<file path="src/rtl/servant_rst_gen.sv">
// PLL-lock qualified reset generator: synchronizes i_locked, qualifies it for LOCK_CYCLES, holds HOLD_CYCLES more, then releases o_rst.
// Optional lock-loss event counter is built only when RSTGEN_LOSS_CNT_EN is defined.
module servant_rst_gen #(
    parameter int SYNC_STAGES = 2,
    parameter int LOCK_CYCLES = 1024,
    parameter int HOLD_CYCLES = 16
) (
    input  logic       i_clk,
    input  logic       i_rst_n,
    input  logic       i_locked,
    output logic       o_rst,
    output logic       o_ready,
    output logic [7:0] o_loss_cnt
);

    localparam logic [15:0] LOCK_LAST = 16'(LOCK_CYCLES - 1);
    localparam logic [15:0] HOLD_LAST = 16'(HOLD_CYCLES - 1);

    typedef enum logic [1:0] {
        WAIT_LOCK = 2'd0,
        QUALIFY   = 2'd1,
        HOLD      = 2'd2,
        RUN       = 2'd3
    } state_t;

    logic [SYNC_STAGES-1:0] locked_p;
    logic                   locked_s;
    state_t                 state_q, state_d;
    logic [15:0]            cnt_q, cnt_d;
    logic                   rst_q, rst_d;

    // Synchronizer stage boundary: i_locked is sampled nowhere else
    always_ff @(posedge i_clk or negedge i_rst_n) begin
        if (!i_rst_n) begin
            locked_p <= '0;
        end else begin
            locked_p <= {locked_p[SYNC_STAGES-2:0], i_locked};
        end
    end

    assign locked_s = locked_p[SYNC_STAGES-1];

    always_ff @(posedge i_clk or negedge i_rst_n) begin
        if (!i_rst_n) begin
            state_q <= WAIT_LOCK;
            cnt_q   <= '0;
            rst_q   <= 1'b1;
        end else begin
            state_q <= state_d;
            cnt_q   <= cnt_d;
            rst_q   <= rst_d;
        end
    end

    always_comb begin
        state_d = state_q;
        cnt_d   = cnt_q;
        case (state_q)
            WAIT_LOCK: begin
                cnt_d = '0;
                if (locked_s) state_d = QUALIFY;
            end
            QUALIFY: begin
                if (!locked_s) begin
                    state_d = WAIT_LOCK;
                    cnt_d   = '0;
                end else if (cnt_q == LOCK_LAST) begin
                    state_d = HOLD;
                    cnt_d   = '0;
                end else begin
                    cnt_d = cnt_q + 16'd1;
                end
            end
            HOLD: begin
                if (!locked_s) begin
                    state_d = WAIT_LOCK;
                    cnt_d   = '0;
                end else if (cnt_q == HOLD_LAST) begin
                    state_d = RUN;
                    cnt_d   = '0;
                end else begin
                    cnt_d = cnt_q + 16'd1;
                end
            end
            RUN: begin
                cnt_d = '0;
                if (!locked_s) state_d = WAIT_LOCK;
            end
            default: begin
                state_d = WAIT_LOCK;
                cnt_d   = '0;
            end
        endcase
        // o_rst is registered from the next state so it changes on the same edge as the FSM
        rst_d = (state_d != RUN);
    end

    assign o_rst   = rst_q;
    assign o_ready = ~rst_q;

`ifdef RSTGEN_LOSS_CNT_EN
    logic [7:0] loss_q;
    logic       loss_evt;

    assign loss_evt = (state_q == RUN) && !locked_s;

    always_ff @(posedge i_clk or negedge i_rst_n) begin
        if (!i_rst_n) begin
            loss_q <= 8'd0;
        end else if (loss_evt && (loss_q != 8'hFF)) begin
            loss_q <= loss_q + 8'd1;
        end
    end

    assign o_loss_cnt = loss_q;
`else
    assign o_loss_cnt = 8'd0;
`endif

endmodule

</file>
<file path="config.mk">
export PLATFORM = sky130hd
export DESIGN_NAME = servant_rst_gen
export DESIGN_NICKNAME = d
export VERILOG_FILES = /design/src/rtl/servant_rst_gen.sv
export SDC_FILE = /design/constraint.sdc
export NUM_CORES = 1
export LEC_CHECK = 0
export BUFFER_PORTS_ARGS = -buffer_cell sky130_fd_sc_hd__buf_4
export CAP_MARGIN = 20
export CORE_ASPECT_RATIO = 1.2
export CORE_MARGIN = 2
export CORE_UTILIZATION = 35
export CTS_CLUSTER_SIZE = 12
export DETAILED_ROUTE_END_ITERATION = 8
export SLEW_MARGIN = 10
export SYNTH_ARGS = -nofsm -noshare
export SYNTH_HDL_FRONTEND = slang
export SYNTH_SLANG_ARGS = --single-unit
export TNS_END_PERCENT = 100
</file>
<file path="constraint.sdc">
create_clock -name i_clk -period 2.1 [get_ports i_clk]
set_input_delay 0.21 -clock i_clk [delete_from_list [all_inputs] [get_ports i_clk]]
set_output_delay 0.21 -clock i_clk [all_outputs]
set_load 0.03 [all_outputs]
</file>
==> flow_metrics.env <==
export IMPL_outcome="completed"
export IMPL_hold_viol=0
export IMPL_drtIter0Drc=19
export IMPL_tns_ns=0
export IMPL_cts_setup_buffers=0
export IMPL_rsz0062_at_grt="false"
export IMPL_grt_usage=0.128
export IMPL_arrival_ns=1.96
export IMPL_crit_path_cell_trace="ha_1, nor3b_1, and4_4, a2bb2oi_4, nor2_1"
export IMPL_power_leakage_nw=0.505
export IMPL_fin_cells=149
export IMPL_port_buffers=4
export IMPL_setup_viol=0
export IMPL_dr_total_vias=733
export IMPL_wl_met3_um=69
export IMPL_fillers=305
export IMPL_grt_pass1_wl_mm=3.28
export IMPL_start_util=0.362
export IMPL_synth_top_cell_by_area="dfrtp_1"
export IMPL_max_clock_freq_mhz=561
export IMPL_clock_skew_ns=0.00403
export IMPL_cp_max_fo=16
export IMPL_cap_violations=0
export IMPL_dp_hpwl_mm=1.30
export IMPL_cts_buffers=3
export IMPL_io_pins=13
export IMPL_vdd_drop_max_uv=340
export IMPL_die_area_um2=3560
export IMPL_path_class="flip-flop to flip-flop"
export IMPL_row_count=22
export IMPL_drc=0
export IMPL_end_kind="flip-flop"
export IMPL_max_stage_delay_ns=0.42
export IMPL_crit_buf_inv=0
export IMPL_wl_met1_um=863
export IMPL_top_layer="met4"
export IMPL_syn_to_final_growth_pct=6.34
export IMPL_place_congestion=0.796
export IMPL_cts_sinks=21
export IMPL_wl_met2_um=827
export IMPL_core_area_um2=3000
export IMPL_n_antenna_cell=0
export IMPL_cts_root_buf="clkbuf_4"
export IMPL_postSynthCellCount=107
export IMPL_routed_via_density=4.92
export IMPL_ys_top_cells_by_area="dfrtp_1 (46%), xor2_1 (8.1%), buf_4 (5.5%), nor2_1 (4.8%), nand3_1 (4.6%)"
export IMPL_multi_input_comb_area_um2=487
export IMPL_worst_path_max_delay_cell="dfrtp_1"
export IMPL_p_per_area_nw_per_um2=558
export IMPL_cts_repair_resized=0
export IMPL_total_power_mw=0.644
export IMPL_synth_area_um2=1080
export IMPL_wire_per_inst_um=11.9
export IMPL_synth_avg_cell_area_um2=10.1
export IMPL_path_clk_slew_ns=0.11
export IMPL_dieHeight_um=65.0
export IMPL_cts_tree="yes"
export IMPL_nNetsFinal=118
export IMPL_critPathLaunchType="flip-flop"
export IMPL_yosysWarnings=0
export IMPL_ys_ff_latch=21
export IMPL_overflow=0
export IMPL_clk_latency_ns=0.30
export IMPL_dpl_cell_count=143
export IMPL_antenna_found_initial=0
export IMPL_ant_nets=0
export IMPL_path_delay_family="simple AND/OR/NAND/NOR gates"
export IMPL_synth_distinct_cells=31
export IMPL_regArea_um2=527
export IMPL_slew_violations=0
export IMPL_hold_path_class="input port to asynchronous set/reset pin"
export IMPL_cp_required_ns=2.28
export IMPL_synth_top_area_frac=0.461
export IMPL_max_clock_path_buffers=2
export IMPL_fin_crit_sh=0.849
export IMPL_cts_htree_levels=1
export IMPL_grt_pass1_vias=758
export IMPL_grt_start_max_net_pins=22
export IMPL_period_needed_ns=1.78
export IMPL_die_w_um=54.8
export IMPL_ys_seq_area_frac=0.486
export IMPL_totalWireLength_mm=1.78
export IMPL_firstDrtPassIters=4
export IMPL_layout_drive_gt1_share=0.106
==> synth_stat cells (all sizes together) <==
library cell  count
a21oi             3
a2bb2oi           1
and2              1
and3              3
and4              4
buf              12
conb              1
dfrtp            20
dfstp             1
ha                1
inv               3
nand2             4
nand2b            1
nand3            10
nand4             5
nor2             14
nor2b             2
nor3b             1
nor4              2
nor4bb            1
o211a             1
o21ai             1
o31ai             1
or3               1
or4               1
xnor2             2
xor2             10
==> report_power, final <==
| part | internal (mW) | switching, mW |
|---|---|---|
| Combinational | 0.0105 | 0.0340 |
| Sequential | 0.409 | 0.00460 |
| Clock | 0.0740 | 0.112 |
==> stage by stage <==
step / area, um2 / setup WS, ns / hold WS, ns / util
after CTS: 1150 / 0.311 / 0.302 / 0.384
after global routing: 1150 / 0.150 / 0.306 / 0.384
after floorplan: 1110 / 0.414 / -0.0856 / -
after global placement: 1110 / 0.396 / 0.104 / 0.369
after detailed placement: 1110 / 0.334 / 0.109 / 0.369
final: 1150 / 0.318 / 0.310 / 0.384
==> cell families (layout without fill, tap and decap cells) <==
group / Yosys count / in the layout / synth area share
other: 1 / 8 / 0.00346
adders and majority gates: 1 / 1 / 0.0115
and+or+nand+nor: 50 / 50 / 0.254
DFF: 21 / 21 / 0.486
buffers and inverters: 15 / 14 / 0.0900
xor gates and xnor gates: 12 / 12 / 0.0969
AOI/OAI and AO/OA: 7 / 7 / 0.0588
==> worst paths after layout <==
kind                       cells past startpoint         from     endpoint  slack (ns)
max                                            5     cnt_q[0]     cnt_q[4]        0.32
min                                            2      i_rst_n    cnt_q[12]        0.31
max reg2reg                                    5     cnt_q[0]     cnt_q[4]        0.32
min reg2reg                                    0  locked_p[0]  locked_p[1]        0.36
max in group asynchronous                      2      i_rst_n        o_rst        1.51
min in group i_clk                             0  locked_p[0]  locked_p[1]        0.36
==> layer usage <==
layer / up-vias / track usage
met1: 354 / 0.161
met3: 2 / 0.0484
met4: 0 / 0.0500
li1: 364 / -
met2: 13 / 0.193
met5: - / 0
==> final cells by class <==
class / count / area share
Sequential cell: 21 / 0.457
Multi-Input combinational cell: 78 / 0.422
Timing Repair Buffer: 7 / 0.0499
Tap cell: 36 / 0.0390
Clock buffer: 4 / 0.0228
Inverter: 3 / 0.00976
==> cell usage in the layout, fill, tap and decap left out, drive strengths merged, types with 2 or more instances in the layout <==
master       Yosys  routed
nand4            5       5
nor4             2       2
nor2b            2       2
buf             12       5
dlygate4sd3      0       2
and4             4       4
a21oi            3       3
conb             1       8
nand3           10      10
nor2            14      14
dfrtp           20      20
clkbuf           0       4
xnor2            2       2
inv              3       3
and3             3       3
xor2            10      10
nand2            4       4
==> what timing repair did <==
item,4_1_cts,5_1_grt
endpoints found under the hold margin,21,0
hold buffers,2,0
setup endpoints to repair,0,0
==> sequential cells by signal, summed over array words and instances (netlist names) <==
name      count
cnt_q        16
locked_p      2
o_rst         1
state_q       2
(Power assumes the default switching activity.)
